<file path="src/rtl/tlp_pkg.sv">
// Shared TLP decode constants and the Fmt/Type routing function for the TLP demultiplexer.
package tlp_pkg;

  localparam int unsigned FMT_OFF  = 29;
  localparam int unsigned TYPE_OFF = 24;

  localparam logic [4:0] TLP_TYPE_MEM     = 5'b00000;
  localparam logic [4:0] TLP_TYPE_CPL     = 5'b01010;
  localparam logic [1:0] TLP_TYPE_MSG_MSB = 2'b10;

  localparam logic [1:0] PORT_RD  = 2'd0;
  localparam logic [1:0] PORT_WR  = 2'd1;
  localparam logic [1:0] PORT_CPL = 2'd2;
  localparam logic [1:0] PORT_MSG = 2'd3;

  typedef struct packed {
    logic       drop;
    logic [1:0] port;
  } route_t;

  typedef enum logic [1:0] {ST_IDLE, ST_FWD, ST_DROP} state_t;

  function automatic route_t tlp_route(input logic [2:0] fmt, input logic [4:0] typ,
                                       input int unsigned ports);
    route_t r;
    r.drop = 1'b1;
    r.port = PORT_RD;
    if (typ == TLP_TYPE_MEM && fmt[2:1] == 2'b00) begin
      r.drop = 1'b0;
      r.port = PORT_RD;
    end else if (typ == TLP_TYPE_MEM && fmt[2:1] == 2'b01) begin
      r.drop = 1'b0;
      r.port = PORT_WR;
    end else if (typ == TLP_TYPE_CPL && ports >= 3) begin
      r.drop = 1'b0;
      r.port = PORT_CPL;
    end else if (typ[4:3] == TLP_TYPE_MSG_MSB && ports == 4) begin
      r.drop = 1'b0;
      r.port = PORT_MSG;
    end
    return r;
  endfunction

endpackage

</file>
<file path="src/rtl/tlp_demux_n_fifo.sv">
// Single-clock FIFO per output channel; a write into a full FIFO is refused even if a read pops that cycle.
module tlp_port_fifo #(
  parameter int unsigned WIDTH = 8,
  parameter int unsigned DEPTH = 4
) (
  input  logic             clk,
  input  logic             rst_n,
  input  logic             i_wr_en,
  input  logic [WIDTH-1:0] i_wr_data,
  input  logic             i_rd_en,
  output logic [WIDTH-1:0] o_rd_data,
  output logic             o_full,
  output logic             o_empty
);
  localparam int unsigned AW = $clog2(DEPTH);

  logic [WIDTH-1:0] r_mem [DEPTH];
  logic [AW-1:0]    r_wr_ptr;
  logic [AW-1:0]    r_rd_ptr;
  logic [AW:0]      r_count;
  logic             w_wr;
  logic             w_rd;

  assign o_full    = (r_count == (AW+1)'(DEPTH));
  assign o_empty   = (r_count == '0);
  assign w_wr      = i_wr_en && !o_full;
  assign w_rd      = i_rd_en && !o_empty;
  // Masked so an empty channel presents all-zero data/header/flags
  assign o_rd_data = o_empty ? '0 : r_mem[r_rd_ptr];

  always_ff @(posedge clk) begin
    if (w_wr) r_mem[r_wr_ptr] <= i_wr_data;
  end

  always_ff @(posedge clk or negedge rst_n) begin
    if (!rst_n) begin
      r_wr_ptr <= '0;
      r_rd_ptr <= '0;
      r_count  <= '0;
    end else begin
      if (w_wr) r_wr_ptr <= r_wr_ptr + 1'b1;
      if (w_rd) r_rd_ptr <= r_rd_ptr + 1'b1;
      case ({w_wr, w_rd})
        2'b10:   r_count <= r_count + 1'b1;
        2'b01:   r_count <= r_count - 1'b1;
        default: r_count <= r_count;
      endcase
    end
  end

endmodule

</file>
<file path="src/rtl/tlp_demux_n.sv">
// Routes whole TLPs from one beat stream to PORTS buffered output channels by Fmt/Type.
module tlp_demux_n
  import tlp_pkg::*;
#(
  parameter int unsigned PORTS        = 2,
  parameter int unsigned DOUBLE_WORD  = 32,
  parameter int unsigned HEADER_SIZE  = 4*DOUBLE_WORD,
  parameter int unsigned PAYLOAD_SIZE = 8*DOUBLE_WORD,
  parameter int unsigned FIFO_DEPTH   = 4,
  parameter int unsigned CNT_W        = 16
) (
  input  logic                          clk,
  input  logic                          rst_n,
  input  logic                          enable,
  input  logic [PAYLOAD_SIZE-1:0]       in_data,
  input  logic [HEADER_SIZE-1:0]        in_hdr,
  input  logic                          in_sop,
  input  logic                          in_eop,
  input  logic                          in_valid,
  output logic                          in_ready,
  output logic [PORTS*PAYLOAD_SIZE-1:0] out_data,
  output logic [PORTS*HEADER_SIZE-1:0]  out_hdr,
  output logic [PORTS-1:0]              out_sop,
  output logic [PORTS-1:0]              out_eop,
  output logic [PORTS-1:0]              out_valid,
  input  logic [PORTS-1:0]              out_ready,
  output logic [CNT_W-1:0]              drop_cnt,
  output logic [CNT_W-1:0]              err_cnt
);
  localparam int unsigned FW = HEADER_SIZE + PAYLOAD_SIZE + 2;

  state_t                 r_state;
  state_t                 w_state_nxt;
  logic [1:0]             r_port;
  logic [HEADER_SIZE-1:0] r_hdr;
  logic [CNT_W-1:0]       r_drop_cnt;
  logic [CNT_W-1:0]       r_err_cnt;

  route_t                 w_route;
  logic [PORTS-1:0]       w_full;
  logic [PORTS-1:0]       w_empty;
  logic [PORTS-1:0]       w_wr_en;
  logic [3:0]             w_full_ext;
  logic                   w_idle_ok;
  logic                   w_ready;
  logic                   w_accept;
  logic                   w_new_pkt;
  logic                   w_err;
  logic                   w_fwd_beat;
  logic [1:0]             w_wr_port;
  logic [HEADER_SIZE-1:0] w_wr_hdr;

  assign w_route = tlp_route(in_hdr[HEADER_SIZE-DOUBLE_WORD+FMT_OFF +: 3],
                             in_hdr[HEADER_SIZE-DOUBLE_WORD+TYPE_OFF +: 5], PORTS);
  assign w_full_ext = 4'(w_full);
  assign w_idle_ok  = enable && (w_route.drop || !w_full_ext[w_route.port]);

  // A stray sop inside a packet closes it and is admitted exactly like an idle sop
  always_comb begin
    w_ready = 1'b0;
    case (r_state)
      ST_IDLE: w_ready = w_idle_ok;
      ST_FWD:  w_ready = in_sop ? w_idle_ok : !w_full_ext[r_port];
      ST_DROP: w_ready = in_sop ? w_idle_ok : 1'b1;
      default: w_ready = 1'b0;
    endcase
  end

  assign in_ready   = rst_n && w_ready;
  assign w_accept   = in_valid && in_ready;
  assign w_new_pkt  = w_accept && in_sop;
  assign w_err      = w_accept && (in_sop ? (r_state != ST_IDLE) : (r_state == ST_IDLE));
  assign w_fwd_beat = w_new_pkt ? !w_route.drop : (w_accept && r_state == ST_FWD);
  assign w_wr_port  = in_sop ? w_route.port : r_port;
  assign w_wr_hdr   = in_sop ? in_hdr : r_hdr;

  always_comb begin
    w_state_nxt = r_state;
    if (w_new_pkt)
      w_state_nxt = in_eop ? ST_IDLE : (w_route.drop ? ST_DROP : ST_FWD);
    else if (w_accept && in_eop)
      w_state_nxt = ST_IDLE;
  end

  always_ff @(posedge clk or negedge rst_n) begin
    if (!rst_n) begin
      r_state    <= ST_IDLE;
      r_port     <= '0;
      r_hdr      <= '0;
      r_drop_cnt <= '0;
      r_err_cnt  <= '0;
    end else begin
      r_state <= w_state_nxt;
      if (w_new_pkt) begin
        r_port <= w_route.port;
        r_hdr  <= in_hdr;
      end
      if (w_new_pkt && w_route.drop && r_drop_cnt != '1) r_drop_cnt <= r_drop_cnt + 1'b1;
      if (w_err && r_err_cnt != '1) r_err_cnt <= r_err_cnt + 1'b1;
    end
  end

  assign drop_cnt = r_drop_cnt;
  assign err_cnt  = r_err_cnt;

  for (genvar p = 0; p < PORTS; p++) begin : g_port
    logic [FW-1:0] w_rd_data;

    assign w_wr_en[p] = w_fwd_beat && (w_wr_port == 2'(p));

    tlp_port_fifo #(
      .WIDTH (FW),
      .DEPTH (FIFO_DEPTH)
    ) u_fifo (
      .clk       (clk),
      .rst_n     (rst_n),
      .i_wr_en   (w_wr_en[p]),
      .i_wr_data ({w_wr_hdr, in_data, in_sop, in_eop}),
      .i_rd_en   (out_ready[p]),
      .o_rd_data (w_rd_data),
      .o_full    (w_full[p]),
      .o_empty   (w_empty[p])
    );

    assign out_hdr[p*HEADER_SIZE +: HEADER_SIZE]    = w_rd_data[FW-1 -: HEADER_SIZE];
    assign out_data[p*PAYLOAD_SIZE +: PAYLOAD_SIZE] = w_rd_data[2 +: PAYLOAD_SIZE];
    assign out_sop[p]   = w_rd_data[1];
    assign out_eop[p]   = w_rd_data[0];
    assign out_valid[p] = !w_empty[p];
  end

endmodule

</file>
<file path="config.mk">
export PLATFORM = sky130hd
export DESIGN_NAME = tlp_demux_n
export DESIGN_NICKNAME = d
export VERILOG_FILES = /design/src/rtl/tlp_pkg.sv /design/src/rtl/tlp_demux_n_fifo.sv /design/src/rtl/tlp_demux_n.sv
export SDC_FILE = /design/constraint.sdc
export NUM_CORES = 2
export LEC_CHECK = 0
export BUFFER_PORTS_ARGS = -buffer_cell sky130_fd_sc_hd__buf_2
export CAP_MARGIN = 15
export CORE_AREA = 3 3 595 597
export DETAILED_ROUTE_END_ITERATION = 8
export DIE_AREA = 0 0 598 600
export PLACE_DENSITY = 0.55
export SLEW_MARGIN = 15
export SYNTH_ARGS = -nofsm -noshare
export SYNTH_HDL_FRONTEND = slang
export SYNTH_SLANG_ARGS = --single-unit
</file>
<file path="constraint.sdc">
create_clock -name clk -period 14.1 [get_ports clk]
set_input_delay 2.115 -clock clk [delete_from_list [all_inputs] [get_ports clk]]
set_output_delay 2.115 -clock clk [all_outputs]
set_load 0.03 [all_outputs]
</file>
==> flow_summary.yaml <==
die:
  die_height_um: 600
  rows: 217
  die_w_um: 598
  io_pins: 1199
  coreArea_um2: 349000
  start_util_pct: 35.9
  die_area_um2: 359000
critical_path:
  crit_fanout: 87
  reg2regPathDepth: 7
  required_ps: 11980
  critical-path-max-stage-delay_ps: 830
  crit_path_end_kind: "output pin"
  ff2ff_setup_slack_ps: 9360
  crit_path_start_kind: "flop"
  r2r_start: "r_state[1]$_DFFE_PN0P_"
  crit_chain: "buf_4, buf_4, buf_12, mux4_2, and2_1, buf_2"
  crit_top_cell: "buf_4"
  critical-path-slowest-cell: "dfrtp_4"
  r2r-end: "g_port[0].u_fifo.r_mem[3][208]$_DFFE_PP_"
  cp.arrival_ps: 5230
  crit_type: "reg -> out"
run:
  drv_cap: 0
synth:
  yosysSeqAreaShare_pct: 77.4
  ys_seq_elements: 3265
  synth.most_common_cell: "edfxtp_1"
  async_flop_share_pct: 5.42
  syn_nets: 5961
  synthCells: 5555
  synth.top_cells.by_count: "3088 x edfxtp_1, 785 x and2_1, 772 x mux4_2"
  yosys.area.top_type: "edfxtp_1"
  synth_flop_cell: "edfxtp_1"
  synth_top_area_share_pct: 73.9
  syn_area_um2: 125000
  syn_avg_cell_area_um2: 22.6
  yosysWarnings: 0
  synthTopCellsByArea: "edfxtp_1 74%, mux4_2 14%, and2_1 3.9%"
  synth_edf_count: 3088
  ys_types: 47
hold_path:
  hold_path_startpoint: "drop_cnt[5]$_DFFE_PN0P_"
  hold_end: "drop_cnt[5]$_DFFE_PN0P_"
  worst_hold_path_type: "reg -> reg"
  hold_depth: 1
pwr:
  power_leakage_nw: 49.6
  power.share.clock_pct: 28.2
  seqPwrFrac_pct: 35.6
  comb_power_share_pct: 36.2
  ir_drop_mv: 0.156
  p_int_mw: 19.7
  power.switching_mw: 11.4
  sw_frac_of_total_pct: 36.6
  power_density_nw_per_um2: 210
clock_tree:
  cts_root_buf: "clkbuf_16"
  post-cts-setup-buffer-count: 0
  htreeDepth: 5
  cts_resized: 0
  clock_path_buffers: 4
  clkSinkCount: 3265
  cts_tree: "done"
  holdBufCountCts: 0
  insertion_delay_ps: 930
  clk_pin_slew_ps: 60
  numCtsBuffers: 348
global_route:
  grt_pass1_wl_um: 481000
  overflow: 0
  antenna_found_initial: 141
  track_usage_pct: 18.6
  grt_pass1_vias: 63308
  grt_max_degree: 118
placement:
  place_ws_ps: 6830
  dp_hpwl_um: 213000
  io_buffer_count: 1198
  place_congestion: 0.771
sta:
  period_minus_slack_ps: 7340
  worst_clock_skew_ps: 63.7
  fin_ws_ps: 6760
  finalCritPeriodShare_pct: 52.1
  finalSetupViolCount: 0
  rsz0062_at_grt: "false"
  worst_slew_pin_slew_ps: 1370
  hold_violations: 0
  maxSlewViolCount: 0
  finalSetupTns_ps: 0
  max_freq_mhz: 136
  slew_headroom_pct: 8.58
drt:
  drt_iter0_markers: 5776
  drtPass1Iterations: 5
  viasPerCell: 5.20
  wl_per_cell_um: 28.9
  num_vias: 61586
  drc: 0
  postRouteWirelength_um: 342000
  antenna_left: 0
finish:
  fillers: 30317
  drive_gt1_share_pct: 39.4
  synthToLayoutAreaGrowth_pct: 18.0
  nets: 7296
outcome:
  status: "finished clean"
stage by stage:
| stage | power [mW] | std cells | instance area [um^2] | utilization, % | hold slack, ps |
|---|---|---|---|---|---|
| final | 31.1 | 11836 | 148000 | 42.4 | 493 |
| after global routing | 32.3 | 11808 | 148000 | 42.4 | 510 |
| after CTS | 31.5 | 11770 | 148000 | 42.4 | 504 |
| after detailed placement | 22.7 | 11139 | 137000 | 39.2 | 490 |
| after global placement | 22.6 | 11139 | 137000 | 39.2 | 479 |
| after floorplan | 18.6 | 5555 | 125000 | - | 461 |
worst max-delay path: cells and delay by family (launching register included):
family | cells | cell delay [ps]
buf+inv | 4 | 2210
flops | 1 | 830
mux | 1 | 600
simple gates | 1 | 210
layer usage:
| metal | global-route usage (%) | vias up | wire (um) | share of wire, % |
|---|---|---|---|---|
| li1 | - | 25416 | - | - |
| met1 | 25.3 | 33114 | 140000 | 41 |
| met5 | 0 | - | 434 | 0.13 |
| met4 | 5.59 | 68 | 9720 | 2.8 |
| met2 | 29.2 | 2456 | 162000 | 47 |
| met3 | 5.23 | 532 | 30600 | 8.9 |
layout by cell type (no fill, tap or decap), types with 3 or more instances in the layout:
cell | Yosys | routed
clkinvlp_4 | 0 | 17
nand2_1 | 11 | 11
and2_1 | 785 | 777
mux2_2 | 160 | 160
inv_16 | 0 | 7
clkbuf_16 | 0 | 350
xnor2_1 | 35 | 35
inv_8 | 0 | 3
nand4_1 | 17 | 17
clkinv_1 | 0 | 67
buf_2 | 77 | 1196
dfrtp_1 | 177 | 173
clkinv_2 | 0 | 56
buf_12 | 11 | 33
nand3_1 | 15 | 15
ha_1 | 12 | 12
clkinv_4 | 0 | 5
nor3_1 | 3 | 3
clkbuf_1 | 161 | 71
edfxtp_1 | 3088 | 3088
nor2_1 | 10 | 10
and4_1 | 7 | 7
mux2_4 | 100 | 100
mux4_2 | 772 | 772
buf_4 | 1 | 47
mux2i_1 | 3 | 3
bufinv_16 | 0 | 14
dfrtp_4 | 0 | 4
inv_1 | 15 | 15
xor2_1 | 8 | 8
clkbuf_8 | 0 | 22
clkinv_8 | 0 | 6
diode_2 | 0 | 66
and2_4 | 0 | 8
inv_6 | 0 | 6
clkinv_16 | 0 | 7
and3_1 | 14 | 14
power by group through the flow:
| stage | Clock [mW] | Combinational (mW) | Sequential [mW] |
|---|---|---|---|
| after global placement | 0 | 11.4 | 11.3 |
| after global routing | 9.39 | 11.8 | 11.1 |
| after floorplan | 0 | 7.43 | 11.1 |
| final | 8.76 | 11.2 | 11.1 |
| after detailed placement | 0 | 11.4 | 11.3 |
| after CTS | 8.99 | 11.4 | 11.1 |
state kept, by name (all words and copies together) (netlist names):
signal / cells
r_hdr: 128
r_port: 1
err_cnt: 16
g_port.u_fifo.r_count: 6
g_port.u_fifo.r_wr_ptr: 4
g_port.u_fifo.r_rd_ptr: 4
g_port.u_fifo.r_mem: 3088
drop_cnt: 16
r_state: 2
cells by family after synthesis:
logic type / count (synthesis) / synth area share [%]
adder cells (fa/ha/maj): 14 / 0.152
AND/OR/NAND/NOR: 880 / 4.39
XOR/XNOR: 43 / 0.300
buffers and inverters: 308 / 1.16
multiplexers: 1035 / 16.5
flip-flops: 3265 / 77.4
AO/OA/AOI/OAI: 10 / 0.0608
cell type report:
cell class                      count  area, um^2  share of cell area, %
Sequential cell                  3265       97200                   65.6
Multi-Input combinational cell   1982       26900                   18.2
Clock buffer                      443        9330                   6.30
Timing Repair Buffer             1278        7030                   4.74
Tap cell                         4599        5750                   3.89
Clock inverter                    188        1660                   1.12
Antenna cell                       66         165                  0.112
Inverter                           15        56.3                 0.0380
how the worst max path moves through the flow:
| stage | startpoint | endpoint | slack [ps] |
|---|---|---|---|
| 2_1_floorplan | in_hdr[120] | g_port[0].u_fifo.r_mem[0][0]$_DFFE_PP_ | 1340 |
| 3_3_place_gp | in_hdr[120] | g_port[1].u_fifo.r_mem[3][163]$_DFFE_PP_ | 6890 |
| 3_5_place_dp | in_hdr[120] | g_port[1].u_fifo.r_mem[3][163]$_DFFE_PP_ | 6830 |
| 4_1_cts | g_port[1].u_fifo.r_rd_ptr[0]$_DFFE_PN0P_ | out_data[430] | 6440 |
| 5_1_grt | g_port[1].u_fifo.r_rd_ptr[0]$_DFFE_PN0P_ | out_data[494] | 6250 |
| 6_report | g_port[1].u_fifo.r_rd_ptr[0]$_DFFE_PN0P_ | out_data[480] | 6760 |
Note: power is estimated with default switching activity, not from simulation.
